[config.mk]
export PLATFORM = sky130hd
export DESIGN_NAME = ntt_dma_arbiter
export DESIGN_NICKNAME = d
export VERILOG_FILES = /design/src/rtl/ntt_dma_pkg.sv /design/src/rtl/ntt_dma_id_fifo.sv /design/src/rtl/ntt_dma_arbiter.sv
export SDC_FILE = /design/constraint.sdc
export NUM_CORES = 1
export LEC_CHECK = 0
export CAP_MARGIN = 10
export CORE_AREA = 2 2 276 278
export CTS_BUF_LIST = sky130_fd_sc_hd__clkbuf_4
export CTS_CLUSTER_SIZE = 10
export DETAILED_ROUTE_END_ITERATION = 8
export DIE_AREA = 0 0 278 280
export HOLD_SLACK_MARGIN = 0.08
export PLACE_DENSITY_LB_ADDON = 0.15
export SKIP_CTS_REPAIR_TIMING = 1
export SLEW_MARGIN = 15
export SYNTH_ARGS = -nofsm -noshare
export SYNTH_HDL_FRONTEND = slang
export SYNTH_SLANG_ARGS = --single-unit
[constraint.sdc]
create_clock -name clk -period 20.8 [get_ports clk]
set_clock_uncertainty 0.15 [all_clocks]
set_input_delay 4.16 -clock clk [delete_from_list [all_inputs] [get_ports clk]]
set_output_delay 4.16 -clock clk [all_outputs]
set_load 0.01 [all_outputs]
[src/rtl/ntt_dma_pkg.sv]
// Shared types and helpers for the NTT engine DMA arbiter.
package ntt_dma_pkg;
    localparam int ADDR_W_DEF = 48;
    localparam int DATA_W_DEF = 64;

    typedef enum logic [1:0] {
        S_ARB   = 2'd0,
        S_ISSUE = 2'd1,
        S_GAP   = 2'd2
    } state_t;

    function automatic int clog2(input int value);
        int r;
        r = 0;
        while ((1 << r) < value) begin
            r = r + 1;
        end
        return r;
    endfunction
endpackage

[src/rtl/ntt_dma_id_fifo.sv]
// In-order FIFO of requester IDs for reads awaiting their memory response.
module ntt_dma_id_fifo
    import ntt_dma_pkg::*;
#(
    parameter int WIDTH = 2,
    parameter int DEPTH = 4
) (
    input  logic                   clk,
    input  logic                   rst,
    input  logic                   push,
    input  logic                   pop,
    input  logic [WIDTH-1:0]       din,
    output logic [WIDTH-1:0]       dout,
    output logic                   full,
    output logic                   empty,
    output logic [clog2(DEPTH):0]  count
);
    localparam int PTR_W = clog2(DEPTH);
    localparam int CNT_W = PTR_W + 1;

    logic [WIDTH-1:0] mem_reg [DEPTH];
    logic [PTR_W-1:0] wr_ptr_reg;
    logic [PTR_W-1:0] rd_ptr_reg;
    logic [CNT_W-1:0] count_reg;
    logic             do_push;
    logic             do_pop;

    // A push into a full FIFO is legal only when the head leaves in the same cycle.
    assign do_pop  = pop && (count_reg != '0);
    assign do_push = push && ((count_reg != CNT_W'(DEPTH)) || do_pop);

    always_ff @(posedge clk) begin
        if (do_push) begin
            mem_reg[wr_ptr_reg] <= din;
        end
    end

    always_ff @(posedge clk or posedge rst) begin
        if (rst) begin
            wr_ptr_reg <= '0;
            rd_ptr_reg <= '0;
            count_reg  <= '0;
        end else begin
            if (do_push) begin
                wr_ptr_reg <= wr_ptr_reg + 1'b1;
            end
            if (do_pop) begin
                rd_ptr_reg <= rd_ptr_reg + 1'b1;
            end
            count_reg <= count_reg + CNT_W'(do_push) - CNT_W'(do_pop);
        end
    end

    assign dout  = mem_reg[rd_ptr_reg];
    assign full  = (count_reg == CNT_W'(DEPTH));
    assign empty = (count_reg == '0);
    assign count = count_reg;
endmodule

[src/rtl/ntt_dma_arbiter.sv]
// Round-robin arbiter sharing one host DMA port among NTT cores, with
// in-order read-response routing back to the issuing core.
module ntt_dma_arbiter
    import ntt_dma_pkg::*;
#(
    parameter int NUM_CORES       = 4,
    parameter int ID_W            = 2,
    parameter int MAX_OUTSTANDING = 4,
    parameter int ADDR_W          = ADDR_W_DEF,
    parameter int DATA_W          = DATA_W_DEF
) (
    input  logic                            clk,
    input  logic                            rst,
    input  logic [NUM_CORES-1:0]            core_req,
    input  logic [NUM_CORES-1:0]            core_we,
    input  logic [NUM_CORES*ADDR_W-1:0]     core_addr,
    input  logic [NUM_CORES*DATA_W-1:0]     core_wdata,
    output logic [NUM_CORES-1:0]            core_gnt,
    output logic [NUM_CORES-1:0]            core_valid,
    output logic [DATA_W-1:0]               core_rdata,
    output logic                            mem_req,
    output logic                            mem_we,
    output logic [ADDR_W-1:0]               mem_addr,
    output logic [DATA_W-1:0]               mem_wdata,
    input  logic                            mem_ready,
    input  logic                            mem_rvalid,
    input  logic [DATA_W-1:0]               mem_rdata,
    output logic [clog2(MAX_OUTSTANDING):0] outstanding,
    output logic                            err_spurious
);
    state_t              state_reg;
    logic [ID_W-1:0]     rr_ptr_reg;
    logic [ID_W-1:0]     win_id_reg;
    logic [ID_W-1:0]     win_idx;
    logic                win_found;
    logic [NUM_CORES-1:0] eligible;
    logic [ADDR_W-1:0]   addr_arr  [NUM_CORES];
    logic [DATA_W-1:0]   wdata_arr [NUM_CORES];

    logic                fifo_push;
    logic                fifo_pop;
    logic                fifo_full;
    logic                fifo_empty;
    logic [ID_W-1:0]     fifo_dout;

    // Reads need a free FIFO slot (registered full flag); writes never wait on it.
    generate
        for (genvar gi = 0; gi < NUM_CORES; gi++) begin : g_core
            assign addr_arr[gi]  = core_addr[gi*ADDR_W +: ADDR_W];
            assign wdata_arr[gi] = core_wdata[gi*DATA_W +: DATA_W];
            assign eligible[gi]  = core_req[gi] && (core_we[gi] || !fifo_full);
        end
    endgenerate

    always_comb begin
        int              c;
        logic [ID_W-1:0] c_id;
        win_found = 1'b0;
        win_idx   = '0;
        c         = 0;
        c_id      = '0;
        for (int k = 0; k < NUM_CORES; k++) begin
            c    = (int'(rr_ptr_reg) + k) % NUM_CORES;
            c_id = ID_W'(c);
            if (!win_found && eligible[c_id]) begin
                win_found = 1'b1;
                win_idx   = c_id;
            end
        end
    end

    always_ff @(posedge clk or posedge rst) begin
        if (rst) begin
            state_reg  <= S_ARB;
            rr_ptr_reg <= '0;
            win_id_reg <= '0;
            mem_req    <= 1'b0;
            mem_we     <= 1'b0;
            mem_addr   <= '0;
            mem_wdata  <= '0;
            core_gnt   <= '0;
        end else begin
            core_gnt <= '0;
            case (state_reg)
                S_ARB: begin
                    if (win_found) begin
                        mem_req    <= 1'b1;
                        mem_we     <= core_we[win_idx];
                        mem_addr   <= addr_arr[win_idx];
                        mem_wdata  <= wdata_arr[win_idx];
                        win_id_reg <= win_idx;
                        state_reg  <= S_ISSUE;
                    end
                end
                S_ISSUE: begin
                    if (mem_ready) begin
                        mem_req              <= 1'b0;
                        core_gnt[win_id_reg] <= 1'b1;
                        rr_ptr_reg <= (win_id_reg == ID_W'(NUM_CORES - 1)) ? '0 : win_id_reg + 1'b1;
                        state_reg  <= S_GAP;
                    end
                end
                // The granted core still holds req here; skipping arbitration avoids a re-grant.
                S_GAP:   state_reg <= S_ARB;
                default: state_reg <= S_ARB;
            endcase
        end
    end

    assign fifo_push = (state_reg == S_ISSUE) && mem_ready && !mem_we;
    assign fifo_pop  = mem_rvalid && !fifo_empty;

    ntt_dma_id_fifo #(
        .WIDTH (ID_W),
        .DEPTH (MAX_OUTSTANDING)
    ) u_id_fifo (
        .clk   (clk),
        .rst   (rst),
        .push  (fifo_push),
        .pop   (fifo_pop),
        .din   (win_id_reg),
        .dout  (fifo_dout),
        .full  (fifo_full),
        .empty (fifo_empty),
        .count (outstanding)
    );

    always_ff @(posedge clk or posedge rst) begin
        if (rst) begin
            core_valid   <= '0;
            core_rdata   <= '0;
            err_spurious <= 1'b0;
        end else begin
            core_valid <= '0;
            if (mem_rvalid) begin
                if (!fifo_empty) begin
                    core_valid[fifo_dout] <= 1'b1;
                    core_rdata            <= mem_rdata;
                end else begin
                    err_spurious <= 1'b1;
                end
            end
        end
    end
endmodule

# == After elaboration in Yosys (flattened, before gate mapping) ==
# Memory sizes are Yosys's and may differ from the RTL's.
# Cells that the tools add are included.
# word_totals
mem_count,1
register_bits,200
latchBits,0
wordCells,117
mem_bits_rw,8
rom_bits,0
# mem_list
memory,depth,width,rd,rd_ports_with_merged_regs,wr,line,text
u_id_fifo.mem_reg,4,2,1,0,1,ntt_dma_id_fifo.sv:21,logic [WIDTH-1:0] mem_reg [DEPTH];
# classes
shifts,0
magnitude_cmp,10
bitwise_logic,2
n_reduce_logical,35
n_addsub,8
n_mux,41
multipliers,0
div,0
eq_ne,6
# ops
operator,n
binary-select mux 64 bit (select 2 bit),1
two-way mux 64 bit,2
binary-select mux 48 bit (select 2 bit),1
two-way mux 48 bit,2
"< comparator 2 x 3 -> 1 bit, second input constant",7
two-way mux 4 bit,4
two-way mux 1 bit,15
logical AND 1 bit,14
two-way mux 2 bit,7
binary-select mux 1 bit (select 2 bit),5
AND reduction 2 bit,5
"adder 2 x 1 -> 2 bit, second input constant",4
logical NOT 1 bit,6
logical OR 1 bit,5
"adder 2 bit, second input constant",2
demux 1 bit (select 2 bit),2
">= comparator 2 x 1 -> 1 bit, second input constant",2
"!= test 2 bit, second input constant",2
one-hot mux 2 bit (2 select lines),1
adder 3 x 1 -> 3 bit,1
"== test 3 bit, second input constant",1
">= comparator 3 bit, second input constant",1
logical NOT 3 bit,1
"!= test 3 bit, second input constant",1
10 further kinds,10

# == Depth between registers and ports, before layout ==
# logic_depth
depth_word,20
ltp_mapped,11
depth_no_buf,9

# == Hierarchy ==
# From an unflattened synthesis, not the netlist that was laid out.
# unflattened
cells_unflattened,1153
hier_area_um2,11219.5
# by_module_without_submodules
mod,n_inst,area_each_um2,cells_each,seq_area_each_um2
ntt_dma_arbiter,1,10496.3,1106,4829.6
ntt_dma_id_fifo,1,723.2,47,415.4

# == Worst setup path before layout ==
# Ideal clock, no wire load.
# synth_timing
path_type,input -> register
from,in core_we[3]
to,reg mem_addr[47]
arrival_time_ps,5756
setup_slack_ps,14752
required_ps,20508
path_stages,8
n_path_buf,3
cell_sequence,or4b_1 -> nand2_1 -> a41o_1 -> buf_2 -> or3_1 -> buf_2 -> clkbuf_1 -> o221ai_1
# synth_via
elab_chain_cells,18
# synth_rtl
element,line,text
start: declaration,ntt_dma_arbiter.sv:15,"input logic [NUM_CORES-1:0] core_we,"
logical OR 1 bit *,ntt_dma_arbiter.sv:51,assign eligible[gi] = core_req[gi] && (core_we[gi] || !fifo_full);
logical AND 1 bit *,ntt_dma_arbiter.sv:51,
binary-select mux 1 bit (select 2 bit),ntt_dma_arbiter.sv:65,if (!win_found && eligible[c_id]) begin
two-way mux 1 bit (not written as such),ntt_dma_arbiter.sv:65,
two-way mux 1 bit,ntt_dma_arbiter.sv:65,
logical NOT 1 bit,ntt_dma_arbiter.sv:65,
logical AND 1 bit,ntt_dma_arbiter.sv:65,
two-way mux 1 bit,ntt_dma_arbiter.sv:65,
logical NOT 1 bit,ntt_dma_arbiter.sv:65,
logical AND 1 bit,ntt_dma_arbiter.sv:65,
two-way mux 1 bit,ntt_dma_arbiter.sv:65,
logical NOT 1 bit,ntt_dma_arbiter.sv:65,
logical AND 1 bit,ntt_dma_arbiter.sv:65,
two-way mux 2 bit,ntt_dma_arbiter.sv:65,
NOT 2 -> 3 bit (not written as such),ntt_dma_arbiter.sv:89,mem_addr <= addr_arr[win_idx];
binary-select mux 48 bit (select 2 bit),ntt_dma_arbiter.sv:89,
two-way mux 48 bit (not written as such) (2 in a row),ntt_dma_arbiter.sv:89,
end signal: assignment,ntt_dma_arbiter.sv:89,
end: declaration,ntt_dma_arbiter.sv:23,"output logic [ADDR_W-1:0] mem_addr,"
# Mark *: on every way between the ends. The rest lies on a longest branch, timed or not. The select of a mux whose other input is x is not followed.
# A chain may end at the register's enable or synchronous reset.

# == Worst setup path after layout ==
# layout_timing
from,in core_we[0]
to,reg mem_addr[37]
# Same word-level chain as after synthesis.

==> summary.md <==
| Metric | Value |
|---|---|
| Drt initial violations | `356` |
| Core Footprint | `0.0752 mm²` |
| Post-Syn Area | `0.0107 mm²` |
| Fin crit share | `0.391` |
| Congestion Overflow GR | `0` |
| Setup ws final | `12,670 ps` |
| Post-DP HPWL | `42,800 µm` |
| Compound-cell area share of the yosys netlist | `0.106` |
| Endpoints failing hold | `0` |
| Drc violations | `0` |
| Total GRT Usage | `0.142` |
| PortBufs | `713` |
| Initial antenna violation count | `13` |
| Actual slew at the worst max-slew pin | `1110 ps` |
| Slew Viols, Final | `0` |
| R2R Path Start | `u_id_fifo.count[1]$_DFF_PP0_` |
| Setup_tns | `0 ps` |
| Area contributors post-synth | `dfrtp_1 (47%), mux2i_1 (21%), nand2_1 (11%)` |
| Status | `finished clean` |
| Final antenna-violating net count | `0` |
| CTS root buf | `clkbuf_4` |
| Max stage delay on crit path | `860 ps` |
| Synth Area in Adders | `0.0136` |
| Wire per inst | `20.6 µm` |
| Cell repeated most along the worst path | `buf_4` |
| Pleak | `8.27 nW` |
| TritonCTS Buffers | `72` |
| Max-cap viol count | `0` |
| Vias | `11,000` |
| Syn_nets | `1,557` |
| Crit start category | `input pin` |
| Worst-path maximum fanout | `120` |
| Multi-input gate area | `0.00506 mm²` |
| Hold/Removal Path Class | `reg2reg` |
| Die width | `278 µm` |
| Pre-CTS setup slack | `11,810 ps` |
| Crit. End Element | `flop` |
| Slowest cell on the critical path | `buf_4` |
| Core Util, Final | `0.263` |
| Critical path class | `in2reg` |
| Vias per cell | `3.98` |
| Crit-path cells | `clkdlybuf4s50_1, nor4b_2, o22ai_1, a221oi_4, buf_12, buf_4, buf_4, mux2i_1, o221ai_1` |
| Initial core utilization | `0.142` |
| Vias in the first global route | `12,000` |
| FF/Latch Area | `0.00525 mm²` |
| RSZ-0062 raised after global routing | `no` |
| Clk buf depth | `3` |
| Prevailing post-synth register cell | `dfrtp_1` |
| Synth warn | `0` |
| Die area | `0.0778 mm²` |
| Number of nets in the layout | `2,277` |
| Post-synth EDFFs | `8` |
| DRT Pass-1 Iters | `4` |
| Tmin final | `8130 ps` |
| Largest family of logic cells by synthesized area | `multiplexers` |
| Post-Synth XOR/XNOR Area | `0.00410` |
| Max IR drop VDD | `0.0890 mV` |
| Crit path launch | `core_we[0]` |
| FF+latch count, synth | `208` |
| Site row count | `101` |
| Area leader, netlist | `dfrtp_1` |
| Proportion of synthesized area in mux cells | `0.216` |
| First-pass GRT wire length | `81,900 µm` |
| RePlAce Congestion | `0.852` |
| Synth Instances | `1,022` |
| Netlist cell types | `45` |
| Total Power | `2.34 mW` |
| Asr flop ratio synth | `0.962` |
| Largest net degree at the start of global routing | `121` |
| # fillers | `8,016` |
| Slew HR | `0.261` |
| Worst skew pair latency | `790 ps` |
| Biggest regs | `core_rdata: 64 flops, mem_wdata: 64 flops, mem_addr: 48 flops` |
| Share of layout cells above drive strength 1 | `0.0755` |
| Synth Area per Inst | `10.5 µm²` |
| R2R setup slack | `15,930 ps` |
| Clock Sinks | `208` |
| Worst Hold Margin | `321 ps` |
| Final setup viols | `0` |
| Register area share after synthesis | `0.491` |
| Pwr dens | `119 mW/mm²` |
| Synth top area share | `0.468` |
| Synthesis-to-layout area growth | `84.8%` |
| Reg2reg end | `mem_addr[37]$_DFFE_PP0P_` |
| R2R depth | `8` |
| CTS H-tree lvls | `3` |
| # IOs | `714` |
| DRT Wirelength | `57,100 µm` |
| Max Fclk | `123 MHz` |
| Die Y | `280 µm` |
| Simple-gate area share of the yosys netlist | `0.130` |
| CP Data Required Time | `21,210 ps` |
| Critical path endpoint | `mem_addr[37]$_DFFE_PP0P_` |
| CP Data Arrival Time | `8540 ps` |
| Reg clk slew, reported paths | `50 ps` |
| TritonCTS clock tree | `built` |
## per-stage QoR
step	instance area, µm²	cells
2_1_floorplan	10700	1022
6_report	19700	2773
3_3_place_gp	18800	2646
3_5_place_dp	18800	2646
5_1_grt	19700	2773
4_1_cts	19700	2766
## Yosys cell counts (2+ instances only)
cell / number
nand2b_1: 3
o22ai_1: 3
clkbuf_1: 26
buf_6: 2
ha_1: 10
buf_1: 5
nand2_1: 317
o21ai_1: 3
dfrtp_1: 200
nor4b_1: 3
buf_2: 42
edfxtp_1: 8
mux4_2: 2
o21ai_0: 3
buf_4: 2
mux2i_1: 226
xnor2_1: 5
nor3_1: 3
and2_1: 8
inv_1: 12
nor2_1: 3
o221ai_1: 113
## placed cells by master (no fill, tap or decap), drive strengths merged, types with 4 or more instances in the layout
cell | netlist | layout
inv | 13 | 15
xnor2 | 5 | 5
ha | 10 | 10
buf | 51 | 11
diode | 0 | 7
mux2i | 226 | 226
clkbuf | 27 | 102
nand2 | 317 | 317
nor4b | 4 | 4
dfrtp | 200 | 200
o221ai | 113 | 113
clkdlybuf4s50 | 0 | 713
clkinv | 0 | 13
and2 | 8 | 8
o21ai | 7 | 7
edfxtp | 8 | 8
## layout make-up
| type | instances | share of cell area |
|---|---|---|
| clock buffer | 102 | 0.0388 |
| clock inverter | 18 | 0.00741 |
| multi-input combinational | 723 | 0.256 |
| tap | 978 | 0.0620 |
| sequential | 208 | 0.266 |
| antenna | 7 | 0.000887 |
| timing repair buffer | 724 | 0.366 |
| inverter | 13 | 0.00285 |
## kinds of logic (layout without fill, tap and decap cells)
| group | Yosys count | after routing |
|---|---|---|
| flip-flops | 208 | 208 |
| XOR/XNOR | 5 | 5 |
| other | 0 | 7 |
| AND/OR/NAND/NOR | 347 | 347 |
| AO/OA/AOI/OAI | 132 | 132 |
| multiplexers | 228 | 228 |
| adder cells (fa/ha/maj) | 11 | 11 |
| buffers and inverters | 91 | 857 |
## metal layers
metal,global-route usage,routed length (µm),vias to the layer above
li1,-,-,5148
met1,0.149,20700,5337
met2,0.259,30400,431
met3,0.0538,4540,99
met4,0.0511,1410,10
met5,0,69,-
## worst min-delay path by stage
stage / cells after the start / from / slack (ps) / endpoint
2_1_floorplan: 1 / state_reg[1]$_DFFE_PP0P_ / 260 / state_reg[0]$_DFFE_PP0P_
6_report: 2 / core_rdata[24]$_DFFE_PP0P_ / 320 / core_rdata[24]$_DFFE_PP0P_
4_1_cts: 1 / state_reg[1]$_DFFE_PP0P_ / 320 / state_reg[0]$_DFFE_PP0P_
3_3_place_gp: 1 / state_reg[1]$_DFFE_PP0P_ / 290 / state_reg[0]$_DFFE_PP0P_
3_5_place_dp: 1 / state_reg[1]$_DFFE_PP0P_ / 290 / state_reg[0]$_DFFE_PP0P_
5_1_grt: 2 / core_rdata[12]$_DFFE_PP0P_ / 350 / core_rdata[12]$_DFFE_PP0P_
## report_power, final
group	switching, mW	total, mW	internal [mW]	leakage, nW
clock	0.220	0.470	0.250	0.537
sequential	0.106	0.683	0.576	2.53
combinational	0.582	1.19	0.605	5.20
## critical path, delay by kind of cell
kind / cells / cell delay, ps
buffers and inverters: 4 / 2660
multiplexers: 1 / 280
AND/OR/NAND/NOR: 1 / 420
AO/OA/AOI/OAI: 3 / 720
Power figures use the tool's default switching activity.
